### config.mk
export PLATFORM = sky130hd
export DESIGN_NAME = mem_arbiter
export DESIGN_NICKNAME = d
export VERILOG_FILES = /design/src/rtl/mem_arbiter.sv
export SDC_FILE = /design/constraint.sdc
export NUM_CORES = 1
export LEC_CHECK = 0
export CAP_MARGIN = 20
export CORE_AREA = 2 2 155 157
export CTS_CLUSTER_SIZE = 25
export DETAILED_ROUTE_END_ITERATION = 16
export DIE_AREA = 0 0 157 159
export GPL_TIMING_DRIVEN = 0
export PLACE_DENSITY = 0.75
export SLEW_MARGIN = 20
export SYNTH_ARGS = -nofsm -noshare
export SYNTH_HDL_FRONTEND = slang
export SYNTH_SLANG_ARGS = --single-unit
### constraint.sdc
create_clock -name clk -period 2.7 [get_ports clk]
set_input_delay 0.54 -clock clk [delete_from_list [all_inputs] [get_ports clk]]
set_output_delay 0.54 -clock clk [all_outputs]
set_load 0.005 [all_outputs]
### src/rtl/mem_arbiter.sv
`default_nettype none
// ============================================================================
// Module      : mem_arbiter
// Description : Round-robin arbiter sharing one DDR2 a/d/we/rd/spo/ready port
//               between three masters (m0 = CPU, m1 = DMA, m2 = video).
//               One transaction is in flight at a time; a watchdog aborts a
//               transaction the memory controller never answers.
// Revision    : 1.0 - initial release
// ----------------------------------------------------------------------------
// Ports
//   clk, rstn                 clock, asynchronous active-low reset
//   mK_a / mK_d               master K address / write data (sampled in IDLE)
//   mK_we / mK_rd             master K write / read request levels (we wins)
//   mK_spo / mK_ready         master K read data / one-cycle completion pulse
//   s_a / s_d                 slave address / write data (stable in WAIT)
//   s_we / s_rd               one-cycle slave write / read strobes
//   s_spo / s_ready           slave read data / completion pulse
//   timeout_err               sticky watchdog-abort flag
//   grant                     current owner 0..2, 3 when idle
// ============================================================================
module mem_arbiter #(
    parameter int              AW       = 32,
    parameter int              DW       = 32,
    parameter int              TIMEOUT  = 4096,
    parameter logic [DW-1:0]   ERR_DATA = DW'(32'hDEADBEEF)
) (
    input  logic          clk,
    input  logic          rstn,
    input  logic [AW-1:0] m0_a,
    input  logic [AW-1:0] m1_a,
    input  logic [AW-1:0] m2_a,
    input  logic [DW-1:0] m0_d,
    input  logic [DW-1:0] m1_d,
    input  logic [DW-1:0] m2_d,
    input  logic          m0_we,
    input  logic          m1_we,
    input  logic          m2_we,
    input  logic          m0_rd,
    input  logic          m1_rd,
    input  logic          m2_rd,
    output logic [DW-1:0] m0_spo,
    output logic [DW-1:0] m1_spo,
    output logic [DW-1:0] m2_spo,
    output logic          m0_ready,
    output logic          m1_ready,
    output logic          m2_ready,
    output logic [AW-1:0] s_a,
    output logic [DW-1:0] s_d,
    output logic          s_we,
    output logic          s_rd,
    input  logic [DW-1:0] s_spo,
    input  logic          s_ready,
    output logic          timeout_err,
    output logic [1:0]    grant
);

    localparam int            CW     = $clog2(TIMEOUT);
    // Watchdog trips when the counter reaches this value; it also saturates here.
    localparam logic [CW-1:0] C_LAST = CW'(TIMEOUT - 1);
    localparam logic [1:0]    C_IDLE_GRANT = 2'd3;

    typedef enum logic [1:0] {
        ST_IDLE  = 2'd0,
        ST_ISSUE = 2'd1,
        ST_WAIT  = 2'd2,
        ST_DONE  = 2'd3
    } state_t;

    state_t        state_q, state_d;
    logic [1:0]    last_q,  last_d;
    logic [1:0]    grant_q, grant_d;
    logic [AW-1:0] s_a_q,   s_a_d;
    logic [DW-1:0] s_d_q,   s_d_d;
    logic          op_we_q, op_we_d;
    logic          s_we_q,  s_we_d;
    logic          s_rd_q,  s_rd_d;
    logic [CW-1:0] cnt_q,   cnt_d;
    logic [2:0]    rdy_q,   rdy_d;
    logic [DW-1:0] spo_q,   spo_d;
    logic          err_q,   err_d;

    // ------------------------------------------------------------------------
    // Request vector and round-robin pick (search starts after last owner)
    // ------------------------------------------------------------------------
    logic [2:0]    req;
    logic          pick_vld;
    logic [1:0]    pick;
    logic [AW-1:0] pick_a;
    logic [DW-1:0] pick_d;
    logic          pick_we;
    logic [2:0]    grant_oh;

    assign req      = {m2_we | m2_rd, m1_we | m1_rd, m0_we | m0_rd};
    assign pick_vld = |req;

    always_comb begin
        pick = 2'd0;
        case (last_q)
            2'd0: begin
                if      (req[1]) pick = 2'd1;
                else if (req[2]) pick = 2'd2;
                else             pick = 2'd0;
            end
            2'd1: begin
                if      (req[2]) pick = 2'd2;
                else if (req[0]) pick = 2'd0;
                else             pick = 2'd1;
            end
            default: begin
                if      (req[0]) pick = 2'd0;
                else if (req[1]) pick = 2'd1;
                else             pick = 2'd2;
            end
        endcase
    end

    // Write takes precedence when a master raises both we and rd.
    always_comb begin
        pick_a  = m0_a;
        pick_d  = m0_d;
        pick_we = m0_we;
        case (pick)
            2'd1: begin
                pick_a  = m1_a;
                pick_d  = m1_d;
                pick_we = m1_we;
            end
            2'd2: begin
                pick_a  = m2_a;
                pick_d  = m2_d;
                pick_we = m2_we;
            end
            default: begin
                pick_a  = m0_a;
                pick_d  = m0_d;
                pick_we = m0_we;
            end
        endcase
    end

    always_comb begin
        grant_oh = 3'b000;
        case (grant_q)
            2'd0:    grant_oh = 3'b001;
            2'd1:    grant_oh = 3'b010;
            2'd2:    grant_oh = 3'b100;
            default: grant_oh = 3'b000;
        endcase
    end

    // ------------------------------------------------------------------------
    // Next-state / output logic
    // ------------------------------------------------------------------------
    always_comb begin
        state_d = state_q;
        last_d  = last_q;
        grant_d = grant_q;
        s_a_d   = s_a_q;
        s_d_d   = s_d_q;
        op_we_d = op_we_q;
        s_we_d  = 1'b0;
        s_rd_d  = 1'b0;
        cnt_d   = cnt_q;
        rdy_d   = 3'b000;
        spo_d   = '0;
        err_d   = err_q;

        case (state_q)
            ST_IDLE: begin
                if (pick_vld) begin
                    s_a_d   = pick_a;
                    s_d_d   = pick_d;
                    op_we_d = pick_we;
                    grant_d = pick;
                    last_d  = pick;
                    state_d = ST_ISSUE;
                end
            end
            ST_ISSUE: begin
                // Strobes are registered, so they appear during the first
                // WAIT cycle and last exactly one cycle.
                s_we_d  = op_we_q;
                s_rd_d  = ~op_we_q;
                cnt_d   = '0;
                state_d = ST_WAIT;
            end
            ST_WAIT: begin
                if (cnt_q != C_LAST) begin
                    cnt_d = cnt_q + CW'(1);
                end
                // A real response wins over a coincident watchdog expiry.
                if (s_ready) begin
                    spo_d   = s_spo;
                    rdy_d   = grant_oh;
                    state_d = ST_DONE;
                end else if (cnt_q == C_LAST) begin
                    spo_d   = ERR_DATA;
                    rdy_d   = grant_oh;
                    err_d   = 1'b1;
                    state_d = ST_DONE;
                end
            end
            ST_DONE: begin
                // Ready/spo fall back to zero via the defaults above.
                grant_d = C_IDLE_GRANT;
                state_d = ST_IDLE;
            end
            default: begin
                state_d = ST_IDLE;
            end
        endcase
    end

    // ------------------------------------------------------------------------
    // State registers
    // ------------------------------------------------------------------------
    always_ff @(posedge clk or negedge rstn) begin
        if (!rstn) begin
            state_q <= ST_IDLE;
            last_q  <= 2'd2;
            grant_q <= C_IDLE_GRANT;
            s_a_q   <= '0;
            s_d_q   <= '0;
            op_we_q <= 1'b0;
            s_we_q  <= 1'b0;
            s_rd_q  <= 1'b0;
            cnt_q   <= '0;
            rdy_q   <= 3'b000;
            spo_q   <= '0;
            err_q   <= 1'b0;
        end else begin
            state_q <= state_d;
            last_q  <= last_d;
            grant_q <= grant_d;
            s_a_q   <= s_a_d;
            s_d_q   <= s_d_d;
            op_we_q <= op_we_d;
            s_we_q  <= s_we_d;
            s_rd_q  <= s_rd_d;
            cnt_q   <= cnt_d;
            rdy_q   <= rdy_d;
            spo_q   <= spo_d;
            err_q   <= err_d;
        end
    end

    // ------------------------------------------------------------------------
    // Outputs (read data gated so only the owning master sees it)
    // ------------------------------------------------------------------------
    assign m0_ready    = rdy_q[0];
    assign m1_ready    = rdy_q[1];
    assign m2_ready    = rdy_q[2];
    assign m0_spo      = rdy_q[0] ? spo_q : '0;
    assign m1_spo      = rdy_q[1] ? spo_q : '0;
    assign m2_spo      = rdy_q[2] ? spo_q : '0;
    assign s_a         = s_a_q;
    assign s_d         = s_d_q;
    assign s_we        = s_we_q;
    assign s_rd        = s_rd_q;
    assign timeout_err = err_q;
    assign grant       = grant_q;

endmodule
`default_nettype wire
Word level (Yosys, flattened, before mapping)
Cells that the tools add are included.
{ "word_totals": {"output_inout_bits": 168, "ff_bits": 121, "inputBits": 233, "word_cells": 72} }
{ "op_classes": {"eq_ne": 13, "add_sub_neg": 1, "bitwise": 5, "n_mux": 30, "n_reduce_logical": 11} }
{ "op_table": {"columns": ["cell", "count"], "rows": [
  ["32-bit two-way mux", 6],
  ["32-bit one-hot mux with 2 select lines", 2],
  ["12-bit one-hot mux with 2 select lines", 1],
  ["2-bit two-way mux", 9],
  ["12-bit by 1-bit adder with 12-bit output, second input constant", 1],
  ["12-bit equality test, second input constant", 1],
  ["12-bit two-way mux", 1],
  ["12-bit inequality test, second input constant", 1],
  ["3-bit two-way mux", 3],
  ["3-bit one-hot mux with 3 select lines", 1],
  ["2-bit by 1-bit equality test with 1-bit output, second input constant", 4],
  ["2-bit equality test, second input constant", 4],
  ["2-bit one-hot mux with 2 select lines", 2],
  ["2-bit one-hot mux with 4 select lines", 1],
  ["2-bit AND reduction", 4],
  ["2-bit zero test", 3],
  ["2-bit inequality test, second input constant", 2],
  ["2-bit nonzero test", 2],
  ["1-bit two-way mux", 3],
  ["3-bit inequality test, second input constant", 1],
  ["1-bit bitwise OR", 3],
  ["3-bit AND reduction", 1],
  ["3-bit OR reduction", 1],
  ["1-bit inverter", 2],
  ["1-bit one-hot mux with 2 select lines", 1]
]} }

Logic depth before layout (Yosys ltp)
{ "logic_depth": {"word_depth": 6, "mapped_depth": 11, "mapped_depth_nobuf": 9} }

Worst setup path before layout
Ideal clock, no wire load.
{ "synth_path": {"path_type": "input -> register", "from": "input m0_rd", "to": "register s_d_q[0] (netlist: s_d[0])", "stages": 10, "path_slack_ns": 0.251, "required_time_ns": 2.567, "setup_ns": 0.133, "path_buffers": 2, "t_arrival_ns": 2.316, "cell_sequence": "nor4_2 -> nand2_1 -> a21oi_1 -> a31oi_1 -> ha_1 -> clkbuf_1 -> clkbuf_1 -> nor2_1 -> a21oi_1 -> o21ai_0"} }
{ "synth_via": {"elab_chain_cells": 6, "elab_cells_between_ends": 10, "classes_between": "2 x eq/ne; 5 x mux; 1 x bitwise; 2 x reduce/logical"} }
{ "synth_rtl": {"columns": ["element", "line", "source"], "rows": [
  ["start: declaration", "38", "input logic m0_rd,"],
  ["1-bit bitwise OR *", "93", "assign req = {m2_we | m2_rd, m1_we | m1_rd, m0_we | m0_rd};"],
  ["1-bit two-way mux", "106", "else if (req[0]) pick = 2'd0;"],
  ["2-bit two-way mux", "105", "if (req[2]) pick = 2'd2;"],
  ["2-bit one-hot mux with 2 select lines", "98", "case (last_q)"],
  ["2-bit equality test or 2-bit by 1-bit equality test with 1-bit output (tied branches)", "122", "case (pick)"],
  ["32-bit one-hot mux with 2 select lines", "122", null],
  ["end signal: assignment", "223", "s_d_q <= '0;"],
  ["end signal: assignment", "236", "s_d_q <= s_d_d;"],
  ["end: declaration", "73", "logic [DW-1:0] s_d_q, s_d_d;"]
]} }
Mark *: on every way between the ends. The rest lies on a longest branch, timed or not.
A chain may end at the register's enable or synchronous reset.

Final worst setup path
{ "layout_path": {"from": "input m0_rd", "to": "register s_a_q[6] (netlist: s_a[6])"} }
{ "layout_via": {"elab_cells_between_ends": 10, "classes_between": "2 x eq/ne; 5 x mux; 1 x bitwise; 2 x reduce/logical"} }
{ "layout_rtl": {"columns": ["element", "line", "source"], "rows": [
  ["1-bit bitwise OR *", "93", null],
  ["2-bit two-way mux *", "110", "if (req[0]) pick = 2'd0;"],
  ["2-bit one-hot mux with 2 select lines *", "98", null],
  ["via pick[1]", "87", "logic [1:0] pick;"],
  ["2-bit equality test or 2-bit by 1-bit equality test with 1-bit output (tied branches)", "122", null],
  ["32-bit one-hot mux with 2 select lines *", "122", null],
  ["end signal: assignment", "222", "s_a_q <= '0;"],
  ["end signal: assignment", "235", "s_a_q <= s_a_d;"],
  ["end: declaration", "72", "logic [AW-1:0] s_a_q, s_a_d;"]
]} }
Mark *: on every way through the listed nets, which the timed path passes. The rest lies on a longest branch.

==> results.cfg <==
[outcome]
status = finished clean

[critical_path]
cp_data_arrival_time_ps = 2870
cp_cell_sequence = clkdlybuf4s50_1 > nor2_1 > a32oi_1 > inv_1 > ha_1 > clkbuf_2 > nor2_1 > a21oi_1 > o21ai_0
crit_type = input port to register
r2r_slack_ps = 190
cp_slowest_cell = clkdlybuf4s50_1
critPathMaxFanout = 10
cp.required_ps = 2980
endpoint_kind = register
cp_slowest_stage_delay_ps = 540
worstSetupStartpointType = input port
cpMostUsedCell = nor2_1

[logic_synthesis]
synth-async-reset-ratio_pct = 100
syn-instance-count = 741
synth_warnings = 0
syn_area_per_cell_um2 = 8.76
syn-cell-area_mm2 = 0.00649
yosysUniqueCellTypes = 46
synth_edf_count = 0
syn_nets = 982
ys.flop_type = dfrtp_1
ys_ff_latch = 121
synth_seq_area_share_pct = 46.7

[placement]
dpl.hpwl_mm = 21.1
place_ws_ps = -1170
gp_congestion = 0.891
io_buffers = 400
dp_cells = 1461

[floorplanning]
coreArea_mm2 = 0.0232
fp.dieW_um = 157
start_util_pct = 28.0
rows = 56
die_h_um = 159
io-pin-count = 401
dieArea_mm2 = 0.0250

[detailed_routing]
drt_pre_antenna_iters = 5
vias = 7091
drtIter0Drc = 423
viasPerCell = 4.75
wl_per_cell_um = 17.4
post-route-drc-count = 0
final_antenna_net_count = 0
drt-total-wl_mm = 25.9

[pwr]
vdd_ir_drop_max_mv = 0.584
leakage_nw = 4.98
power_density_mw_per_mm2 = 870

[clock_tree]
cts_hold_buf = 0
cts_made_buffers = 17
clock_sinks = 121
clk_pin_slew_ps = 60
clock_path_buffers = 2
cts_tree = built
h-tree-depth = 4
cts-root-buf = clkbuf_16
clkLatencyLatePin_ps = 420

[global_route]
antenna_found_initial = 0
first_global_vias = 7256
grt_pass1_wl_mm = 39.5
grt_overflow_total = 0
grt_max_degree = 64
track_usage_pct = 20.7

[layout]
n_antenna_cell = 0
fillers = 2203
drive_gt1_share_pct = 8.60
layout.nets = 1403
syn_to_final_growth_pct = 78.3
layout.cells.non_filler = 1494
multi_input_area_mm2 = 0.00320
regArea_mm2 = 0.00303
utilization_pct = 49.9

[timing]
finalCriticalPeriod_ps = 2580
skew_ps = 10.2
setup_violations = 0
rsz0062_at_grt = true
finalCritPeriodShare_pct = 95.6
drv_slew = 0
setup_ws_ps = 119
holdWs_ps = 86.4
hold_viol_final = 0
worst_pin_slew_ps = 613
fmax_mhz = 387
maxSlewHeadroom_pct = 59.1

[hold_path]
hold_path_class = input port to async pin

[flow_run]
cap_violations = 0
power breakdown:
part           internal, mW  switching (mW)
Sequential             2.41           0.374
Combinational          2.35            2.86
Clock                  1.20           0.879
layout make-up:
type	count	area share, %
inverters	7	0.227
plain buffers	59	2.90
well taps	319	3.45
flip-flops and latches	121	26.2
clock inverters	13	0.843
clock buffers	19	3.83
repair buffers	402	34.9
multi-input cells	554	27.6
cells by family (layout without fill, tap and decap cells):
group	Yosys count	count (layout)	synth area share, %
fa+ha+maj	8	8	1.54
compound gates	258	258	24.3
buf+inv	66	500	4.57
mux	5	5	0.790
flops	121	121	46.7
simple gates	283	283	22.1
critical path: cells and delay by family:
kind | cells | cell delay, ps
buf+inv | 3 | 970
compound gates | 3 | 790
fa+ha+maj | 1 | 350
simple gates | 2 | 210
cell usage after synthesis (6+ instances only):
| master | instances | area [µm²] |
|---|---|---|
| ha_1 | 8 | 100 |
| nor2_1 | 74 | 278 |
| clkbuf_1 | 37 | 139 |
| nand2_1 | 77 | 289 |
| inv_1 | 7 | 26.3 |
| and2_1 | 98 | 613 |
| o21ai_0 | 64 | 320 |
| and3_1 | 9 | 56.3 |
| a22oi_1 | 66 | 495 |
| a31oi_1 | 6 | 37.5 |
| buf_4 | 8 | 60.1 |
| dfrtp_1 | 118 | 2950 |
| buf_1 | 9 | 33.8 |
| a21o_1 | 22 | 165 |
| o21ai_1 | 8 | 40.0 |
| a21oi_1 | 75 | 375 |
flip-flops by register name, indices dropped and copies added, names as in the netlist, 2 cells and up:
signal	count
rdy_q	3
s_a	32
last_q	2
spo_q	32
cnt_q	12
state_q	2
grant	2
s_d	32
stage by stage:
step,power (mW),area [µm²],TNS [ps]
floorplan,5.38,6490,0
detailed placement,7.86,10900,-56480
global placement,7.76,10900,-496050
finish,10.1,11600,0
global route,10.9,11600,0
CTS,10.1,11500,0
final timing paths:
| path | from | endpoint | cells after the start |
|---|---|---|---|
| worst max-delay path | m0_rd | s_a[6] | 9 |
| min in group clk | timeout_err | timeout_err | 1 |
| worst max register to register | last_q[1] | s_a[6] | 8 |
| worst min-delay path | rstn | spo_q[28] | 1 |
| worst min register to register | timeout_err | timeout_err | 1 |
| max in group asynchronous | rstn | last_q[1] | 2 |
repair_timing:
| action | 4_1_cts | 5_1_grt |
|---|---|---|
| buffers inserted | 0 | 1 |
| gates resized for setup | 27 | 29 |
| setup endpoints to repair | 65 | 65 |
| pin swaps | 1 | 3 |
layout by cell type, fill, tap and decap left out, types with 6 or more instances in the layout:
| master | count |
|---|---|
| a21o_1 | 22 |
| a21oi_1 | 70 |
| a22oi_1 | 64 |
| a31oi_1 | 6 |
| and2_1 | 98 |
| and3_1 | 9 |
| buf_2 | 6 |
| buf_4 | 13 |
| clkbuf_1 | 23 |
| clkbuf_16 | 17 |
| clkbuf_2 | 11 |
| clkdlybuf4s50_1 | 398 |
| dfrtp_1 | 118 |
| ha_1 | 8 |
| inv_1 | 7 |
| nand2_1 | 77 |
| nor2_1 | 74 |
| o21ai_0 | 64 |
| o21ai_1 | 8 |
routing by layer:
| metal | track usage [%] | share of wire (%) |
|---|---|---|
| met1 | 22.7 | 38 |
| met4 | 8.09 | 3.1 |
| met3 | 5.82 | 7.7 |
| met5 | 0 | 0 |
| met2 | 37.2 | 51 |
(Power assumes the default switching activity.)
